--- src/rtl/lcd_pkg.sv ---
// Shared encodings and timing constants for the LCD dot/line sequencer.
package lcd_pkg;

    typedef enum logic [1:0] {
        MODE_HBLANK = 2'b00,
        MODE_VBLANK = 2'b01,
        MODE_OAM    = 2'b10,
        MODE_XFER   = 2'b11
    } lcd_mode_e;

    localparam int DOTS_PER_LINE = 456;
    localparam int LINES         = 154;
    localparam int VIS_LINES     = 144;
    localparam int OAM_DOTS      = 80;
    localparam int H_PIXELS      = 160;
    localparam int FETCH_LEAD    = 12;
    localparam int LEAD_W        = $clog2(FETCH_LEAD + 1);

    localparam int STAT_IE_HBLANK = 0;
    localparam int STAT_IE_VBLANK = 1;
    localparam int STAT_IE_OAM    = 2;
    localparam int STAT_IE_LYC    = 3;

endpackage

--- src/rtl/lcd_mode_sequencer_if.sv ---
// Bundle between the register file / pixel fetcher and the mode sequencer.
interface lcd_mode_sequencer_if;
    import lcd_pkg::*;

    logic       ce;
    logic       lcd_on;
    logic       pix_ready;
    logic [7:0] lyc;
    logic [3:0] stat_ie;
    lcd_mode_e  mode;
    logic [7:0] ly;
    logic [7:0] lx;
    logic [8:0] dot;
    logic       pix_push;
    logic       fetch_start;
    logic       lyc_match;
    logic       vblank_irq;
    logic       stat_irq;

    modport master (
        output ce, lcd_on, pix_ready, lyc, stat_ie,
        input  mode, ly, lx, dot, pix_push, fetch_start, lyc_match, vblank_irq, stat_irq
    );

    modport slave (
        input  ce, lcd_on, pix_ready, lyc, stat_ie,
        output mode, ly, lx, dot, pix_push, fetch_start, lyc_match, vblank_irq, stat_irq
    );

endinterface

--- src/rtl/lcd_stat_irq.sv ---
// STAT interrupt line: OR of enabled sources, registered, with a pulse on its rising edge only.
module lcd_stat_irq
    import lcd_pkg::*;
(
    input  logic       clk,
    input  logic       reset,
    input  logic       active,
    input  lcd_mode_e  mode,
    input  logic       lyc_match,
    input  logic [3:0] stat_ie,
    output logic       stat_irq
);

    logic line_d, line_q;
    logic stat_irq_d, stat_irq_q;

    always_comb begin
        line_d = active && ((stat_ie[STAT_IE_HBLANK] && (mode == MODE_HBLANK)) ||
                            (stat_ie[STAT_IE_VBLANK] && (mode == MODE_VBLANK)) ||
                            (stat_ie[STAT_IE_OAM]    && (mode == MODE_OAM))    ||
                            (stat_ie[STAT_IE_LYC]    && lyc_match));
        stat_irq_d = line_d && !line_q;
    end

    always_ff @(posedge clk) begin
        if (reset) begin
            line_q     <= 1'b0;
            stat_irq_q <= 1'b0;
        end else begin
            line_q     <= line_d;
            stat_irq_q <= stat_irq_d;
        end
    end

    assign stat_irq = stat_irq_q;

endmodule

--- src/rtl/lcd_mode_sequencer.sv ---
// Dot/line timing controller: PPU mode, LY, pixel-push strobe and LCD interrupts.
module lcd_mode_sequencer
    import lcd_pkg::*;
(
    input  logic                 clk,
    input  logic                 reset,
    lcd_mode_sequencer_if.slave  bus
);

    lcd_mode_e        mode_d, mode_q;
    logic             running_d, running_q;
    logic [8:0]       dot_d, dot_q;
    logic [7:0]       ly_d, ly_q;
    logic [7:0]       lx_d, lx_q;
    logic [LEAD_W-1:0] lead_d, lead_q;
    logic             fetch_start_d, fetch_start_q;
    logic             vblank_irq_d, vblank_irq_q;
    logic             lyc_match_d, lyc_match_q;
    logic             pix_push;
    logic             last_dot;

    always_comb begin
        mode_d        = mode_q;
        running_d     = running_q;
        dot_d         = dot_q;
        ly_d          = ly_q;
        lx_d          = lx_q;
        lead_d        = lead_q;
        fetch_start_d = 1'b0;
        vblank_irq_d  = 1'b0;
        pix_push      = 1'b0;
        last_dot      = (dot_q == 9'(DOTS_PER_LINE - 1));
        lyc_match_d   = bus.lcd_on && (ly_q == bus.lyc);

        if (!bus.lcd_on) begin
            mode_d    = MODE_HBLANK;
            running_d = 1'b0;
            dot_d     = '0;
            ly_d      = '0;
            lx_d      = '0;
            lead_d    = '0;
        end else if (bus.ce) begin
            if (!running_q) begin
                // First dot after enable only arms line 0; counting starts on the following ce.
                running_d = 1'b1;
                mode_d    = MODE_OAM;
            end else begin
                dot_d = last_dot ? 9'd0 : dot_q + 9'd1;
                case (mode_q)
                    MODE_OAM: begin
                        if (dot_q == 9'(OAM_DOTS - 1)) begin
                            mode_d        = MODE_XFER;
                            lx_d          = '0;
                            lead_d        = '0;
                            fetch_start_d = 1'b1;
                        end
                    end
                    MODE_XFER: begin
                        if (lead_q != LEAD_W'(FETCH_LEAD)) begin
                            lead_d = lead_q + LEAD_W'(1);
                        end else if (bus.pix_ready && (lx_q < 8'(H_PIXELS))) begin
                            pix_push = 1'b1;
                            lx_d     = lx_q + 8'd1;
                            if (lx_q == 8'(H_PIXELS - 1)) begin
                                mode_d = MODE_HBLANK;
                            end
                        end
                        // A starved transfer is cut off so the final dot of the line is h-blank.
                        if (dot_q == 9'(DOTS_PER_LINE - 2)) begin
                            mode_d = MODE_HBLANK;
                        end
                    end
                    default: begin
                    end
                endcase
                if (last_dot) begin
                    ly_d         = (ly_q == 8'(LINES - 1)) ? 8'd0 : ly_q + 8'd1;
                    mode_d       = (ly_d < 8'(VIS_LINES)) ? MODE_OAM : MODE_VBLANK;
                    vblank_irq_d = (ly_d == 8'(VIS_LINES));
                end
            end
        end
    end

    always_ff @(posedge clk) begin
        if (reset) begin
            mode_q        <= MODE_HBLANK;
            running_q     <= 1'b0;
            dot_q         <= '0;
            ly_q          <= '0;
            lx_q          <= '0;
            lead_q        <= '0;
            fetch_start_q <= 1'b0;
            vblank_irq_q  <= 1'b0;
            lyc_match_q   <= 1'b0;
        end else begin
            mode_q        <= mode_d;
            running_q     <= running_d;
            dot_q         <= dot_d;
            ly_q          <= ly_d;
            lx_q          <= lx_d;
            lead_q        <= lead_d;
            fetch_start_q <= fetch_start_d;
            vblank_irq_q  <= vblank_irq_d;
            lyc_match_q   <= lyc_match_d;
        end
    end

    // STAT sources see next-state mode so a v-blank STAT edge lands with vblank_irq.
    lcd_stat_irq u_stat (
        .clk       (clk),
        .reset     (reset),
        .active    (running_d),
        .mode      (mode_d),
        .lyc_match (lyc_match_d),
        .stat_ie   (bus.stat_ie),
        .stat_irq  (bus.stat_irq)
    );

    assign bus.mode        = mode_q;
    assign bus.ly          = ly_q;
    assign bus.lx          = lx_q;
    assign bus.dot         = dot_q;
    assign bus.pix_push    = pix_push;
    assign bus.fetch_start = fetch_start_q;
    assign bus.vblank_irq  = vblank_irq_q;
    assign bus.lyc_match   = lyc_match_q;

endmodule
--- src/flat_wrapper.sv ---
// flat-port wrapper written by rule: the top's interface ports become plain ports
module lcd_mode_sequencer_flat import lcd_pkg::*;
  (clk, reset, bus_ce, bus_lcd_on, bus_pix_ready, bus_lyc, bus_stat_ie, bus_mode, bus_ly, bus_lx, bus_dot, bus_pix_push, bus_fetch_start, bus_lyc_match, bus_vblank_irq, bus_stat_irq);
  lcd_mode_sequencer_if bus_i ();
  input  logic clk;
  input  logic reset;
  input wire logic [$bits(bus_i.ce)-1:0] bus_ce;
  input wire logic [$bits(bus_i.lcd_on)-1:0] bus_lcd_on;
  input wire logic [$bits(bus_i.pix_ready)-1:0] bus_pix_ready;
  input wire logic [$bits(bus_i.lyc)-1:0] bus_lyc;
  input wire logic [$bits(bus_i.stat_ie)-1:0] bus_stat_ie;
  output wire logic [$bits(bus_i.mode)-1:0] bus_mode;
  output wire logic [$bits(bus_i.ly)-1:0] bus_ly;
  output wire logic [$bits(bus_i.lx)-1:0] bus_lx;
  output wire logic [$bits(bus_i.dot)-1:0] bus_dot;
  output wire logic [$bits(bus_i.pix_push)-1:0] bus_pix_push;
  output wire logic [$bits(bus_i.fetch_start)-1:0] bus_fetch_start;
  output wire logic [$bits(bus_i.lyc_match)-1:0] bus_lyc_match;
  output wire logic [$bits(bus_i.vblank_irq)-1:0] bus_vblank_irq;
  output wire logic [$bits(bus_i.stat_irq)-1:0] bus_stat_irq;
  assign bus_i.ce = bus_ce;
  assign bus_i.lcd_on = bus_lcd_on;
  assign bus_i.pix_ready = bus_pix_ready;
  assign bus_i.lyc = bus_lyc;
  assign bus_i.stat_ie = bus_stat_ie;
  assign bus_mode = bus_i.mode;
  assign bus_ly = bus_i.ly;
  assign bus_lx = bus_i.lx;
  assign bus_dot = bus_i.dot;
  assign bus_pix_push = bus_i.pix_push;
  assign bus_fetch_start = bus_i.fetch_start;
  assign bus_lyc_match = bus_i.lyc_match;
  assign bus_vblank_irq = bus_i.vblank_irq;
  assign bus_stat_irq = bus_i.stat_irq;
  lcd_mode_sequencer u_core (.clk(clk), .reset(reset), .bus(bus_i));
endmodule
--- config.mk ---
export PLATFORM = sky130hd
export DESIGN_NAME = lcd_mode_sequencer_flat
export DESIGN_NICKNAME = d
export VERILOG_FILES = /design/src/rtl/lcd_pkg.sv /design/src/rtl/lcd_mode_sequencer_if.sv /design/src/rtl/lcd_stat_irq.sv /design/src/rtl/lcd_mode_sequencer.sv /design/src/flat_wrapper.sv
export SDC_FILE = /design/constraint.sdc
export NUM_CORES = 1
export LEC_CHECK = 0
export ABC_AREA = 1
export CAP_MARGIN = 25
export CELL_PAD_IN_SITES_DETAIL_PLACEMENT = 1
export CELL_PAD_IN_SITES_GLOBAL_PLACEMENT = 2
export CORE_ASPECT_RATIO = 1.5
export CORE_MARGIN = 4
export CORE_UTILIZATION = 27
export CTS_BUF_LIST = sky130_fd_sc_hd__clkbuf_2 sky130_fd_sc_hd__clkbuf_4 sky130_fd_sc_hd__clkbuf_8
export DETAILED_ROUTE_END_ITERATION = 7
export PLACE_DENSITY_LB_ADDON = 0.1
export SLEW_MARGIN = 15
export SYNTH_ARGS = -nofsm -noshare
export SYNTH_HDL_FRONTEND = slang
export SYNTH_SLANG_ARGS = --single-unit
--- constraint.sdc ---
create_clock -name clk -period 2.05 [get_ports clk]
set_input_delay 0.3075 -clock clk [delete_from_list [all_inputs] [get_ports clk]]
set_output_delay 0.3075 -clock clk [all_outputs]
set_load 0.05 [all_outputs]
After elaboration in Yosys (flattened, before gate mapping)
Index checks and enable logic that the tools add are counted.
- register bits after elaboration: 37
- input bits: 17
- logic and storage cells: 88
- output and inout bits: 32
- reduce and logical (&&, ||, !) cells: 21
- bitwise gates (word level): 5
- equality and inequality tests: 16
- magnitude comparators: 2
- mux-type cells: 29
- add/sub/neg operators: 4
- operators by type and width (kind ; count):
    $mux W8 ; 4
    $eq A8 B8 Y1 const B ; 3
    $mux W2 ; 10
    $eq A9 B9 Y1 const B ; 2
    $add A8 B1 Y8 const B ; 2
    $lt A8 B8 Y1 const B ; 2
    $pmux W8 S2 ; 1
    $reduce_or A5 Y1 ; 2
    $add A9 B1 Y9 const B ; 1
    $eq A9 B7 Y1 const B ; 1
    $mux W1 ; 9
    $mux W9 ; 1
    $eq A8 B8 Y1 ; 1
    $logic_and A1 B1 Y1 ; 8
    $mux W4 ; 2
    $pmux W4 S2 ; 1
    $eq A2 B2 Y1 const B ; 3
    $ne A2 B1 Y1 const B ; 3
    $reduce_and A6 Y1 ; 1
    $not A1 Y1 ; 5
    $reduce_and A5 Y1 ; 1
    $add A4 B1 Y4 const B ; 1
    $ne A4 B4 Y1 const B ; 1
    $pmux W2 S2 ; 1
    9 further kinds ; 11

Depth between registers and ports, before layout
Gate-level depths: netlist of the first run.
- word-level depth: 17
- depth in mapped cells: 19
- depth with buffers taken out: 19

By module
From an unflattened synthesis of the first run, not the netlist that was laid out.
- cells, all modules: 316
- area, all modules: 2192.1 um^2
- modules (own cells, without submodules) (module ; seq. area each (um^2) ; times used ; area each (um^2) ; cells each):
    lcd_mode_sequencer ; 700.7 ; 1 ; 2072.0 ; 298
    lcd_stat_irq ; 40.0 ; 1 ; 120.1 ; 18

Worst setup path before layout of the first run
No wires, ideal clock.
- path kind: register to output
- start point: register u_core.mode_q[1] (netlist: u_core.bus.mode[1])
- end point: output port bus_pix_push
- data required time: 1.742 ns
- data arrival time: 2.119 ns
- path buffers: 0
- slack: -0.377 ns
- stages on the path, launching flop included: 5
- cell sequence: dfxtp_1 -> nand2_1 -> inv_2 -> nand2_1 -> nor3_1
- longest elaborated chain between the ends: 5
- ends and longest elaborated chain (what ; RTL line ; source):
    from (decl) ; lcd_mode_sequencer.sv:10 ; lcd_mode_e mode_d, mode_q;
    from (signal assigned) ; lcd_mode_sequencer.sv:97 ; mode_q <= mode_d;
    $eq A2 B2 Y1 ; lcd_mode_sequencer.sv:49 ; case (mode_q)
    $mux W1 ; lcd_mode_sequencer.sv:49 ;
    $mux W1 ; lcd_mode_sequencer.sv:43 ; if (!running_q) begin
    $mux W1 ; lcd_mode_sequencer.sv:42 ; end else if (bus.ce) begin
    $mux W1 ; lcd_mode_sequencer.sv:35 ; if (!bus.lcd_on) begin
    to (decl) ; flat_wrapper.sv:16 ; output wire logic [$bits(bus_i.pix_push)-1:0] bus_pix_push;
No other way between the ends.

Final worst setup path of the first run
- start point: register u_core.lead_q[0]
- end point: output port bus_pix_push
- longest elaborated chain between the ends: 6
- ends and longest elaborated chain (what ; RTL line ; source):
    from (decl) ; lcd_mode_sequencer.sv:15 ; logic [LEAD_W-1:0] lead_d, lead_q;
    from (signal assigned) ; lcd_mode_sequencer.sv:102 ; lead_q <= lead_d;
    $ne A4 B4 Y1 ; lcd_mode_sequencer.sv:59 ; if (lead_q != LEAD_W'(FETCH_LEAD)) begin
    $mux W1 ; lcd_mode_sequencer.sv:59 ;
    $mux W1 ; lcd_mode_sequencer.sv:49 ;
    $mux W1 ; lcd_mode_sequencer.sv:43 ;
    $mux W1 ; lcd_mode_sequencer.sv:42 ;
    $mux W1 ; lcd_mode_sequencer.sv:35 ;
No other way between the ends.

==> results of run 1 <==
[worst reg2reg max path, stage by stage (launching register included)]
cell	delay, ns
dfxtp_1	0.37
nor3_2	0.24
nand3_1	0.13
nand2_2	0.12
nand3_4	0.08
nor2_4	0.14
inv_2	0.07
nor3_4	0.18
nand2_2	0.11
nor3_4	0.22
nand2_1	0.09
a21oi_2	0.10
[cells in the mapped netlist, types with 2 or more instances]
cell       n
nand2_1   61
nand4_1    7
a211oi_1   6
o21ai_0   10
a21oi_1   16
xor2_1     3
xnor2_1    2
nor2_1    39
o22ai_1    8
nand3_1   20
o21ai_1    3
ha_1       7
nor3_4     2
dfxtp_1   37
clkinv_1   4
inv_1     41
nor3_1     6
inv_2      4
nor3b_1    4
nor3_2     2
[routing by layer]
| metal | share of wire (%) | wire length, um |
|---|---|---|
| met1 | 38 | 2490 |
| met2 | 56 | 3640 |
| met3 | 2.4 | 153 |
| met4 | 2.8 | 180 |
| met5 | 0 | 0 |
[layout by cell type (no fill, tap or decap), types with 2 or more instances in the layout]
master           instances
a21oi_2                  3
ha_1                     3
nand2_1                 46
nand3_1                 18
nand3_2                  2
nor2_4                   3
nor3_4                   3
nor2_2                   4
nor3_2                   2
nor3_1                   5
inv_1                   38
nand4_1                  7
o21ai_0                  9
clkinv_1                 2
clkdlybuf4s50_1         47
dfxtp_2                  8
nor3b_1                  4
a21oi_1                 14
nand2_2                 16
o22ai_1                  8
dfxtp_1                 25
ha_4                     3
nor2_1                  33
a211oi_1                 6
buf_4                   24
clkbuf_8                 5
clkbuf_4                 3
xor2_1                   3
o21ai_1                  4
xnor2_1                  2
dfxtp_4                  4
inv_2                    8
[cells by family after synthesis]
logic type | share of synthesized area [%]
and+or+nand+nor | 34.1
buffers and inverters | 9.38
AOI/OAI and AO/OA | 13.2
DFF | 36.8
adders and majority gates | 4.35
xor gates and xnor gates | 2.18
[through the flow]
| step | util (%) | power (mW) |
|---|---|---|
| final | 42.4 | 1.37 |
| after global routing | 42.4 | 1.45 |
| after CTS | 39.5 | 1.41 |
| after detailed placement | 38.2 | 0.850 |
| after global placement | 38.2 | 0.849 |
| after floorplan | - | 0.785 |
[registers in the layout, indices dropped and copies added, names as in the netlist]
name and count:
u_core.bus.dot 9, u_core.bus.lx 8, u_core.bus.ly 8, u_core.lead_q 4, u_core.bus.mode 2, u_core.bus.fetch_start 1, u_core.bus.lyc_match 1, u_core.bus.vblank_irq 1
u_core.running_q 1, u_core.u_stat.line_q 1, u_core.u_stat.stat_irq 1
[cell type report]
type / instances / share of cell area, %
well taps: 100 / 4.09
inverters: 49 / 6.09
flip-flops and latches: 37 / 25.0
repair buffers: 72 / 21.9
clock buffers: 8 / 2.98
multi-input cells: 205 / 39.9
[worst max path at each step]
stage,start,slack [ns],endpoint,cells past startpoint
final,u_core.lead_q[0],0.09,bus_pix_push,8
after global routing,u_core.lead_q[0],-0.02,u_core.bus.lx[7],14
after CTS,u_core.bus.ly[1],0.05,u_core.u_stat.stat_irq,16
after detailed placement,u_core.bus.ly[1],-0.02,u_core.u_stat.stat_irq,16
after global placement,u_core.bus.ly[1],0.05,u_core.u_stat.stat_irq,16
after floorplan,u_core.bus.dot[6],0.03,u_core.bus.lx[7],12
[timing repair]
action,in CTS,in global routing
pin swaps,0,23
gates cloned,0,0
endpoints found under the setup margin,2,21
setup buffers,0,7
gates resized for setup,1,52
hold buffers,0,0
[power breakdown]
part / switching, mW / internal, mW
registers: 0.00380 / 0.717
logic: 0.0549 / 0.0537
clock network: 0.263 / 0.282
==> impl_metrics.json, run 1 <==
{
  "status": "completed",
  "ant_nets": 0,
  "syn_to_final_growth_pct": 52.1,
  "drc": 0,
  "drtIter0Drc": 35,
  "final-instance-count-excl-fill": 471,
  "cp.arrival_ns": 1.65,
  "placement_rows": 38,
  "timing.rr.end": "u_core.bus.lx[7]",
  "h-tree-depth": 2,
  "fin_ws_ns": 0.0931,
  "grt_pass1_vias": 2242,
  "tightest_slew_ns": 0.504,
  "drv_cap": 0,
  "place_congestion": 0.815,
  "cp.required_ns": 1.74,
  "p_leak_nw": 1.20,
  "yosys_warnings": 0,
  "final_cell_area_um2": 3060,
  "synth_nets": 316,
  "drive_gt1_share_pct": 25.1,
  "hold_violations": 0,
  "grt_max_degree": 11,
  "synth_ff_type": "dfxtp_1",
  "wl_per_cell_um": 13.7,
  "synthArstFlopShare_pct": 0,
  "first_pass_iters": 3,
  "via_count": 2165,
  "layout.nets": 394,
  "die_y_um": 114,
  "min_period_ns": 1.96,
  "use_met3_pct": 2.76,
  "cts_buffers": 5,
  "cts_sinks": 37,
  "r2r_setup_slack_ns": 0.14,
  "grt_use_met2_pct": 29.2,
  "fillerInstances": 934,
  "synth_edf_count": 0,
  "timing.final.crit_share_pct": 95.5,
  "min_from": "u_core.u_stat.line_q",
  "fp.dieW_um": 78.5,
  "multi_input_area_um2": 1220,
  "crit_path_max_fanout": 3,
  "crit_chain": "inv_2 -> ha_4 -> nand2_2 -> nor2_2 -> buf_4 -> nand2_1 -> nor3_2 -> buf_12",
  "synth_cell_types": 30,
  "busiest_layer": "met2",
  "yosys-top-cells-area": "dfxtp_1 (37%), nand2_1 (11%), inv_1 (7.6%)",
  "power_density_nw_per_um2": 449,
  "antenna_found_initial": 0,
  "start_kind": "flop",
  "routed_wirelength_um": 6460,
  "root_buffer": "clkbuf_8",
  "tritoncts": "built",
  "grt.total_usage_pct": 15.0,
  "grt_pass1_wl_um": 10600,
  "grtUsageMet1_pct": 15.2,
  "slew_headroom_pct": 66.3,
  "regArea_um2": 766,
  "r2r_start": "u_core.bus.dot[5]",
  "clock_skew_ns": 0.00581,
  "grt.overflow.total": 0,
  "io_buffers": 48,
  "fmax_mhz": 511,
  "clk_pin_slew_worst_paths_ns": 0.08,
  "cp_slowest_cell": "dfxtp_2",
  "synth_area_leader_cell": "dfxtp_1",
  "cp.buffers_inverters": 3,
  "drt-vias-per-instance": 4.60,
  "io_pins": 49,
  "cts_buffer_depth": 2,
  "slowest_delay_ns": 0.33,
  "dpl_cell_area_um2": 2760,
  "ir_drop_mv": 0.264,
  "setup_violations": 0,
  "path_class": "flop to output port",
  "antenna_cells": 0,
  "place_ws_ns": -0.0220,
  "placed_cells_incl_taps": 456,
  "syn_avg_cell_area_um2": 6.89,
  "holdPathEnd": "u_core.u_stat.stat_irq",
  "synth_seq_area_share_pct": 36.8,
  "fin_tns_setup_ns": 0,
  "hold_slack_ns": 0.390,
  "die_area_um2": 8930,
  "insertion_delay_ns": 0.29,
  "synthCells": 292,
  "hold_depth": 1,
  "hold_class": "flop to flop",
  "coreArea_um2": 7230,
  "endpoint_kind": "output port",
  "drv_slew": 0,
  "start_util_pct": 27.9,
  "critPathTopFamily": "simple AND/OR/NAND/NOR gates",
  "syn_area_um2": 2010,
  "r2r_cells": 11,
  "ys_ff_latch": 37,
  "dp_hpwl_um": 5170,
  "yosysTopAreaCellShare_pct": 36.8
}
Note: power is estimated with default switching activity, not from simulation.
==> run 2: changes to the inputs <==
- CORE_MARGIN: 4 -> 2
==> run 2 against run 1 <==
First-iteration DRC count unchanged. Sequential power about the same. Global-route usage up 1.5 points. Maximum frequency down 1.4%. Worst setup slack worse by 0.028 ns. Die area down 8.4%. Critical path type unchanged.
==> impl_metrics.json, run 2 (synthesis results as in run 1) <==
{
  "die_area_um2": 8180,
  "dp_hpwl_um": 5160,
  "p_clk_share_pct": 38.5,
  "status": "completed",
  "endpoint_kind": "output port",
  "antenna_cells": 0,
  "root_buffer": "clkbuf_8",
  "routed_wirelength_um": 6330,
  "grt.overflow.total": 0,
  "fin_tns_setup_ns": 0,
  "drv_cap": 0,
  "wl_met1_um": 2420,
  "cp.arrival_ns": 1.68,
  "switching_share_pct": 24.3,
  "tritoncts": "built",
  "setup_violations": 0,
  "dpl_cell_area_um2": 2770,
  "grt_pass1_vias": 2190,
  "start_util_pct": 27.9,
  "hold_class": "flop to flop",
  "cp.required_ns": 1.74,
  "drt-vias-per-instance": 4.69,
  "grt.total_usage_pct": 16.6,
  "layout.nets": 395,
  "seq_power_share_pct": 53.4,
  "fin_ws_ns": 0.0647,
  "antenna_found_initial": 0,
  "via_count": 2213,
  "ir_drop_mv": 0.197,
  "wl_met2_um": 3620,
  "largest_reg_flops": 9,
  "power_density_nw_per_um2": 453,
  "highest_layer": "met4",
  "drtIter0Drc": 35,
  "coreArea_um2": 7230,
  "clk_pin_slew_worst_paths_ns": 0.08,
  "io_buffers": 48,
  "timing.final.crit_share_pct": 96.8,
  "fmax_mhz": 504,
  "wl_per_cell_um": 13.4,
  "p_leak_nw": 1.21,
  "placement_rows": 38,
  "cts_buffers": 5,
  "grt_max_degree": 12,
  "h-tree-depth": 2,
  "drive_gt1_share_pct": 19.1,
  "hold_violations": 0,
  "place_ws_ns": 0.0222,
  "insertion_delay_ns": 0.29,
  "path_class": "flop to output port",
  "min_period_ns": 1.99,
  "clock_skew_ns": 0.00959,
  "drv_slew": 0,
  "start_kind": "flop",
  "place_congestion": 0.832,
  "die_y_um": 110,
  "final_common_cell": "nand2_1",
  "met3RoutedLength_um": 153,
  "ant_nets": 0,
  "p_int_mw": 1.02,
  "tightest_slew_ns": 0.513,
  "cts_sinks": 37,
  "crit_path_max_fanout": 5,
  "hold_slack_ns": 0.392,
  "syn_to_final_growth_pct": 48.0,
  "drc": 0,
  "slew_headroom_pct": 65.7,
  "final_cell_mix": "nand2_1 (58), clkdlybuf4s50_1 (47), inv_1 (39)",
  "io_pins": 49,
  "cts_buffer_depth": 2,
  "rsz0062_at_grt": "true",
  "switching_power_uw": 328,
  "first_pass_iters": 4,
  "combPwrFrac_pct": 8.1,
  "final_cell_area_um2": 2980,
  "grt_pass1_wl_um": 10300,
  "fp.dieW_um": 74.5
}
## run 2: cell count changes in the layout (fill, tap and decap cells not counted), moves of 2 or more
cell	change
nand2_1	+12
nor2_2	-2
clkbuf_4	-2
ha_4	-2
nor2_4	-2
ha_1	+2
a21oi_2	-2
nor2_1	+4
nand2_2	-13
clkinv_2	+2
a21oi_1	+2
## run 2: path summary, 6_finish.rpt
check,from,to,slack [ns],cells past startpoint
min reg2reg,u_core.u_stat.line_q,u_core.u_stat.stat_irq,0.39,1
max reg2reg,u_core.bus.dot[3],u_core.bus.lx[7],0.13,12
min,u_core.u_stat.line_q,u_core.u_stat.stat_irq,0.39,1
max,u_core.bus.ly[5],bus_ly[5],0.06,2
## run 2: power groups by stage
stage                     logic [mW]  registers [mW]  clock network [mW]
after floorplan               0.0351           0.750                   0
after global placement         0.110           0.742                   0
after detailed placement       0.110           0.742                   0
after CTS                      0.111           0.725               0.548
after global routing           0.121           0.722               0.565
final                          0.109           0.722               0.520
## run 2: metal layers
| layer | vias to the layer above | global-route usage, % |
|---|---|---|
| li1 | 1114 | - |
| met2 | 35 | 32.6 |
| met3 | 8 | 2.47 |
| met1 | 1056 | 16.8 |
| met4 | 0 | 6.12 |
| met5 | - | 0 |
## run 2: worst max-delay path, cell delays in order, from the launching register on
cell and delay [ns]:
dfxtp_1 0.44, buf_4 0.16, clkdlybuf4s50_1 0.79
## run 2: repair_timing
| action | 4_1_cts | 5_1_grt |
|---|---|---|
| buffers inserted | 0 | 7 |
| hold buffers | 0 | 0 |
| resized for setup | 0 | 24 |
| endpoints found under the setup margin | 0 | 7 |
## run 2: final cells by class
type	instances	area [um^2]
sequential	37	762
clock inverter	2	10.0
timing repair buffer	73	678
tap	100	125
multi-input combinational	205	1140
clock buffer	6	76.3
fill	945	4250
inverter	49	184
## run 2: stage by stage
stage                     std cells  power (mW)  util, %
after floorplan                 292       0.785        -
after global placement          457       0.852     38.3
after detailed placement        457       0.853     38.3
after CTS                       465        1.38     39.5
after global routing            472        1.41     41.2
final                           472        1.35     41.2
